===== src/rtl/branch_update_arbiter.sv =====
// branch_update_arbiter: sequences the branch predictor table update port.
// After reset or flush it sweeps every table index writing "not taken", then
// arbitrates two branch resolvers round-robin into a small update FIFO that
// drains one entry per cycle into the predictor.
// Optional feature macro: PRED_STATS_EN adds a saturating mispredict counter.
module branch_update_arbiter #(
  parameter int ADDR_W     = 4,
  parameter int FIFO_DEPTH = 4,
  parameter int CNT_W      = 16
) (
  input  logic                          clk,
  input  logic                          rst,
  input  logic                          flush,
  input  logic                          req0_valid,
  input  logic [ADDR_W-1:0]             req0_addr,
  input  logic                          req0_taken,
  input  logic                          req0_pred,
  output logic                          req0_ready,
  input  logic                          req1_valid,
  input  logic [ADDR_W-1:0]             req1_addr,
  input  logic                          req1_taken,
  input  logic                          req1_pred,
  output logic                          req1_ready,
  output logic                          upd_valid,
  output logic [ADDR_W-1:0]             upd_addr,
  output logic                          upd_result,
  input  logic                          upd_ready,
  output logic                          busy,
  output logic [$clog2(FIFO_DEPTH):0]   fifo_count
`ifdef PRED_STATS_EN
  ,output logic [CNT_W-1:0]             mispredict_count
`endif
);

  localparam int PTR_W = $clog2(FIFO_DEPTH);
  localparam logic [ADDR_W-1:0] LAST_IDX = '1;
  localparam logic [PTR_W:0] FULL_COUNT = (PTR_W+1)'(FIFO_DEPTH);

  typedef enum logic {INIT, RUN} state_t;

  state_t            state;
  logic [ADDR_W-1:0] sweep_idx;
  logic              last_grant;
  logic [PTR_W-1:0]  wr_ptr;
  logic [PTR_W-1:0]  rd_ptr;
  logic [PTR_W:0]    count;
  logic [ADDR_W-1:0] fifo_addr  [FIFO_DEPTH];
  logic              fifo_taken [FIFO_DEPTH];

  logic              full;
  logic              empty;
  logic              can_grant;
  logic              grant0;
  logic              grant1;
  logic              push;
  logic              pop;
  logic [ADDR_W-1:0] push_addr;
  logic              push_taken;

  assign full       = (count == FULL_COUNT);
  assign empty      = (count == '0);
  assign fifo_count = count;
  assign busy       = (state == INIT);

  // Round-robin grant: a lone requester wins, ties go away from last_grant
  always_comb begin
    can_grant  = (state == RUN) && !flush && !full;
    grant0     = can_grant && req0_valid && (!req1_valid || last_grant);
    grant1     = can_grant && req1_valid && (!req0_valid || !last_grant);
    push       = grant0 || grant1;
    push_addr  = grant0 ? req0_addr  : req1_addr;
    push_taken = grant0 ? req0_taken : req1_taken;
    pop        = (state == RUN) && !empty && upd_ready;
    req0_ready = grant0;
    req1_ready = grant1;
  end

  // Update port shows the sweep write during INIT and the FIFO head in RUN
  always_comb begin
    if (state == INIT) begin
      upd_valid  = 1'b1;
      upd_addr   = sweep_idx;
      upd_result = 1'b0;
    end else begin
      upd_valid  = !empty;
      upd_addr   = fifo_addr[rd_ptr];
      upd_result = fifo_taken[rd_ptr];
    end
  end

  // FSM, sweep index, FIFO pointers/occupancy and round-robin history
  always_ff @(posedge clk or negedge rst) begin
    if (!rst) begin
      state      <= INIT;
      sweep_idx  <= '0;
      last_grant <= 1'b1;
      wr_ptr     <= '0;
      rd_ptr     <= '0;
      count      <= '0;
    end else if (flush) begin
      state     <= INIT;
      sweep_idx <= '0;
      wr_ptr    <= '0;
      rd_ptr    <= '0;
      count     <= '0;
    end else begin
      case (state)
        INIT: begin
          if (upd_ready) begin
            if (sweep_idx == LAST_IDX) begin
              state     <= RUN;
              sweep_idx <= '0;
            end else begin
              sweep_idx <= sweep_idx + 1'b1;
            end
          end
        end
        RUN: begin
          if (push) begin
            wr_ptr     <= wr_ptr + 1'b1;
            last_grant <= grant1;
          end
          if (pop) begin
            rd_ptr <= rd_ptr + 1'b1;
          end
          if (push && !pop) begin
            count <= count + 1'b1;
          end else if (pop && !push) begin
            count <= count - 1'b1;
          end
        end
        default: state <= INIT;
      endcase
    end
  end

  // FIFO storage is written only on a grant, so it needs no reset
  always_ff @(posedge clk) begin
    if (push) begin
      fifo_addr[wr_ptr]  <= push_addr;
      fifo_taken[wr_ptr] <= push_taken;
    end
  end

`ifdef PRED_STATS_EN
  logic mispredicted;

  assign mispredicted = (grant0 && (req0_taken != req0_pred)) ||
                        (grant1 && (req1_taken != req1_pred));

  // Saturating count of granted branches whose outcome differed from prediction
  always_ff @(posedge clk or negedge rst) begin
    if (!rst) begin
      mispredict_count <= '0;
    end else if (flush) begin
      mispredict_count <= '0;
    end else if (mispredicted && (mispredict_count != '1)) begin
      mispredict_count <= mispredict_count + 1'b1;
    end
  end
`else
  logic unused_pred;

  assign unused_pred = ^{req0_pred, req1_pred, {CNT_W{1'b0}}};
`endif

endmodule


===== config.mk =====
export PLATFORM = sky130hd
export DESIGN_NAME = branch_update_arbiter
export DESIGN_NICKNAME = d
export VERILOG_FILES = /design/src/rtl/branch_update_arbiter.sv
export SDC_FILE = /design/constraint.sdc
export NUM_CORES = 1
export LEC_CHECK = 0
export CORE_UTILIZATION = 50
export DETAILED_ROUTE_END_ITERATION = 8
export GPL_TIMING_DRIVEN = 1
export PLACE_DENSITY = 0.84
export SYNTH_ARGS = -nofsm -noshare
export SYNTH_HDL_FRONTEND = slang
export SYNTH_SLANG_ARGS = --single-unit

===== constraint.sdc =====
create_clock -name clk -period 2.47 [get_ports clk]
set_input_delay 0.247 -clock clk [delete_from_list [all_inputs] [get_ports clk]]
set_output_delay 0.247 -clock clk [all_outputs]
set_load 0.02 [all_outputs]

# Word-level counts from Yosys, hierarchy flattened
# Memories as Yosys holds them, arrays and structs flattened.
# Index checks and enable logic that the tools add are counted.
# W data, S select, Z words.
# totals
ff_bits	13
mem_bits_rw	20
input_bits	18
memories	2
# classes
n_addsub	5
n_eq_ne	3
n_mux	25
bitwise_logic	2
n_reduce_logical	32
# memory_table
name	depth	word_bits	read_ports	rd_clocked_by_memory_dff	wr	line_no	rtl
fifo_addr	4	4	1	0	1	47	logic [ADDR_W-1:0] fifo_addr [FIFO_DEPTH];
fifo_taken	4	1	1	0	1	48	logic fifo_taken [FIFO_DEPTH];
# op_table
operator	n
$mux W4	6
$mux W2	6
$mux W3	4
$logic_and A1 B1 Y1	10
$mux W1	9
$logic_not A1 Y1	8
$reduce_and A2 Y1	4
$reduce_bool A2 Y1	4
$add A2 B1 Y2 const B	2
$add A4 B1 Y4 const B	1
$eq A4 B4 Y1 const B	1
$add A3 B1 Y3 const B	1
$eq A3 B3 Y1 const B	1
$logic_not A3 Y1	1
$logic_or A1 B1 Y1	3
$reduce_and A3 Y1	1
$reduce_bool A3 Y1	1
$sub A3 B1 Y3 const B	1
$ne A2 B2 Y1 const B	1
$not A1 Y1	2

# Longest topological paths before layout
# Gate-level depths: netlist (run 1).
# depth
depth_word	12
ltp_mapped	8
ltp_nobuf	7

# Least setup slack after synthesis (run 1)
# No wires, ideal clock.
# synth_path
path_kind	register to register
start	reg count[2], in the netlist fifo_count[2]
end	reg count[2], in the netlist fifo_count[2]
setup_ns	0.133
arrival_ns	1.850
required_time_ns	2.337
setup_slack_ns	0.487
stages_incl_launch_ff	7
synth_period_minus_slack_ns	1.983
cell_sequence	dfrtp_1 -> nor3b_4 -> nor4_4 -> fa_1 -> and3_1 -> o31ai_1 -> o21ai_0
# synth_via
elab_chain_len	10
word_cells_on_any_way	24
cone_classes	add/sub: 2; eq/ne: 1; mux: 4; reduce/logical: 17
# synth_rtl
item	line_no	rtl
start: declaration	46	logic [PTR_W:0] count;
start signal: assignment	127	count <= count + 1'b1;
start signal: assignment	129	count <= count - 1'b1;
$eq A3 B3 Y1	60	assign full = (count == FULL_COUNT);
$logic_not A1 Y1	67	can_grant = (state == RUN) && !flush && !full;
$logic_and A1 B1 Y1	67	
$logic_and A1 B1 Y1, on equally long branches (2 in series)	68, 69	
$logic_or A1 B1 Y1	70	push = grant0 || grant1;
$logic_and A1 B1 Y1 or $logic_not A1 Y1 (tied branches)	126, 128	
$mux W3 or $logic_and A1 B1 Y1 (tied branches)	126, 128	
$mux W3 or $reduce_bool A3 Y1 (tied branches)	--	
$mux W3 or $reduce_and A2 Y1 (tied branches)	--	
# Parallel ways exist; a longest one is shown, timed or not. The select of a mux whose other input is x is not followed.
# A chain may end at the register's enable or synchronous reset.

# Worst setup path after layout (run 1)
# layout_path
start	reg state
end	out upd_valid
# layout_via
elab_chain_len	1
# layout_rtl
item	line_no	rtl
start: declaration	41	state_t state;
start signal: assignment	94	state <= INIT;
start signal: assignment	101	state <= INIT;
start signal: assignment	111	state <= RUN;
$mux W1	80	if (state == INIT) begin
end: declaration	24	output logic upd_valid,
# No other way between the ends.

==> summary.md, run 1 <==
| Metric | Value |
|---|---|
| Status | `finished, final reports clean` |
| Total power | `1.02 mW` |
| Simple-Gate Fraction of Synth Area | `0.138` |
| RR Endpoint | `fifo_count[2]$_DFFE_PN0P_` |
| Row cnt | `20` |
| Core Region | `3150 um^2` |
| Worst-Skew Late Latency | `approximately 0.33 ns` |
| Grt peak-use layer | `met2` |
| Fraction of layout cells with a size suffix above 1 | `0.252` |
| First-pass detailed-route iteration total | `5` |
| Total congestion overflow | `0` |
| Largest family of logic cells by synthesized area | `simple AND/OR/NAND/NOR gates` |
| Xor/xnor share of the synthesized area | `0.0308` |
| Mapped Nets | `148` |
| Worst Setup End Kind | `output pin` |
| Worst hold margin | `0.300 ns` |
| Critical path startpoint | `state$_DFF_PN0_` |
| I/O pins | `30` |
| Seq pwr share | `0.589` |
| Routability cong. | `0.718` |
| GRT Total Usage | `0.204` |
| Internal power | `between 800 and 900 uW` |
| Asr flop ratio synth | `0.394` |
| Diode count | `0` |
| Met1 Resource Use GR | `0.257` |
| CTS Sinks | `33` |
| Synthesis warning total | `0` |
| H-tree depth | `2` |
| Critical Path AT | `2.12 ns` |
| Endpoints failing hold | `0` |
| Post-route ant nets | `0` |
| WS Path Type | `flop to output pin` |
| Endpoints failing setup | `0` |
| Nets | `186` |
| Psw | `215 uW` |
| RSZ-0062 raised after global routing | `no` |
| Met2 usage | `0.330` |
| Die area | `roughly 3600 um^2` |
| Logic pwr share | `0.077` |
| Synth unique cells | `40` |
| Vias in the first global route | `1,135` |
| Starting density of the core | `0.541` |
| First-pass GRT wire length | `between 5000 and 6000 um` |
| Most frequent cells in the layout | `clkdlybuf4s50_1, edfxtp_1, dfrtp_1` |
| Worst setup path endpoint | `upd_valid` |
| Synth Area in Adders | `0.0484` |
| Max frequency | `approximately 420 MHz` |
| Initial antenna violation count | `0` |
| Via density | `5.38` |
| Clock transition at path regs | `approximately 0.1 ns` |
| Peak VDD IR | `around 0.34 mV` |
| Layout area overhead | `25.6%` |
| Pin count of the biggest net entering global routing | `14` |
| Clock skew | `0.00824 ns` |
| Main synth FF type | `edfxtp_1` |
| Reg-to-reg startpoint | `fifo_count[2]$_DFFE_PN0P_` |
| Met3 usage | `0.0704` |
| Die W | `60.4 um` |
| TNS Setup | `0 ns` |
| Syn Area/Cell | `13.8 um^2` |
| Starting DRT DRC Count | `around 70` |
| Sw Share | `0.212` |
| Worst Path Required | `2.22 ns` |
| CTS tree | `built` |
| Clock network fraction of design power | `0.334` |
| Lkg Pwr | `slightly below 0.9 nW` |
| Worst Tran Pin Value | `0.636 ns` |
| DR vias | `1,114` |
| Slew Limit Fails | `0` |
| Power per cell area | `474 nW/um^2` |
| Path depth of the worst reg2reg path | `7` |
| Detailed placer's ending HPWL | `2270 um` |
| Max_slew headroom | `0.575` |
| CTS max path bufs | `2` |
| Clock root buffer | `clkbuf_4` |
| Critical path launch point type | `flop` |
| CP Max Fanout | `6` |
| Post-synth EDFFs | `20` |
| Flops & latches, synth | `33` |
| Tmin final | `2.37 ns` |
| CTS Buf Count | `5` |
| Total of max-cap violations | `0` |
| Commonest non-fill, non-tap cell in the layout | `clkdlybuf4s50_1` |
| Drt drc | `0` |
| I/O Buffers | `27` |
| Hold_buf cts | `0` |
| Syn Inst Count | `124` |
| Syn Std Cell Area | `1710 um^2` |
| Hold crit path type | `input pin to async pin` |
| Fraction of the mapped netlist area in compound gates | `0.0778` |
| Flop-to-flop setup slack | `about 0.34 ns` |
| Routed Wire Length | `3190 um` |
| Mux share of post-synthesis cell area | `0.131` |
| DIE HEIGHT | `about 60 um` |
| Fin crit share | `0.958` |
| Register area share after synthesis | `0.544` |
| WL per Instance | `15.4 um` |
cells in the mapped netlist (all sizes together) (2+ instances only):
cell / count / area (um^2)
dfrtp: 12 / 300
nor3: 4 / 31.3
o21ai: 3 / 15.0
nand2b: 2 / 20.0
a21oi: 4 / 20.0
and3: 2 / 12.5
nor2: 8 / 30.0
edfxtp: 20 / 601
mux4: 5 / 113
nand2: 8 / 30.0
and2: 5 / 31.3
inv: 7 / 26.3
xnor2: 4 / 35.0
buf: 3 / 21.3
o31ai: 2 / 15.0
xor2: 2 / 17.5
mux2: 9 / 101
ha: 5 / 62.6
cell type report:
class                      instances  area (um^2)
sequential                        33          928
clock buffer                       7         65.1
inverter                           7         26.3
multi-input combinational         80          727
fill                             238         1010
clock inverter                     1         5.00
timing repair buffer              35          335
tap                               44         55.1
worst max-delay path, stage by stage (launching register included):
cell and delay (ns):
dfrtp_1 0.51, inv_1 0.11, or4_2 0.62, clkdlybuf4s50_1 0.56
metal layers:
metal / wire length [um] / share of wire
met1: 1350 / 0.42
met2: 1690 / 0.53
met3: 115 / 0.036
met4: 41 / 0.013
met5: 0 / 0
logic make-up after synthesis:
family / after synthesis
AND/OR/NAND/NOR: 36
multiplexers: 15
XOR/XNOR: 6
flip-flops: 33
adder cells (fa/ha/maj): 6
buffers and inverters: 11
AO/OA/AOI/OAI: 17
state kept, by name, summed over array words and instances (netlist names):
register    cells
fifo_addr      16
fifo_taken      4
sweep_idx       4
fifo_count      3
rd_ptr          2
wr_ptr          2
last_grant      1
state           1
stage by stage:
| step | worst slack (ns) | util | instances | cell area, um^2 |
|---|---|---|---|---|
| final | 0.105 | 0.679 | 207 | 2140 |
| after global routing | 0.00412 | 0.679 | 207 | 2140 |
| after CTS | 0.0357 | 0.671 | 204 | 2110 |
| after detailed placement | 0.0527 | 0.643 | 194 | 2030 |
| after global placement | 0.211 | 0.643 | 194 | 2030 |
| after floorplan | 0.487 | - | 124 | 1710 |
timing repair:
action	CTS	global route
gates resized for setup	1	2
setup buffers	2	3
hold endpoints to repair	0	0
endpoints found under the setup margin	4	4
worst min-delay path by stage:
| stage | start | endpoint | slack, ns | depth (start not counted) |
|---|---|---|---|---|
| after global placement | last_grant$_DFFE_PN1P_ | last_grant$_DFFE_PN1P_ | 0.48 | 2 |
| final | rst | fifo_count[1]$_DFFE_PN0P_ | 0.30 | 1 |
| after floorplan | rst | fifo_count[0]$_DFFE_PN0P_ | -0.05 | 0 |
| after detailed placement | last_grant$_DFFE_PN1P_ | last_grant$_DFFE_PN1P_ | 0.51 | 2 |
| after global routing | rst | sweep_idx[0]$_DFFE_PN0P_ | 0.32 | 1 |
| after CTS | rst | sweep_idx[0]$_DFFE_PN0P_ | 0.31 | 1 |
power groups by stage:
stage | Clock (mW) | Sequential, mW | Combinational, mW
floorplan | 0 | 0.608 | 0.0328
global placement | 0 | 0.610 | 0.0744
detailed placement | 0 | 0.610 | 0.0784
CTS | 0.347 | 0.598 | 0.0788
global route | 0.370 | 0.599 | 0.0858
finish | 0.339 | 0.598 | 0.0780
No activity file was read; power rests on OpenSTA's default activity.
==> inputs of run 2 (changes only) <==
--- a/config.mk
+++ b/config.mk
@@ -5,6 +5,7 @@
 export SDC_FILE = /design/constraint.sdc
 export NUM_CORES = 1
 export LEC_CHECK = 0
+export CAP_MARGIN = 10
 export CORE_UTILIZATION = 50
 export DETAILED_ROUTE_END_ITERATION = 8
 export GPL_TIMING_DRIVEN = 1
==> results of run 2 <==
No change in the layout: final DEF, timing and power equal those of run 1.
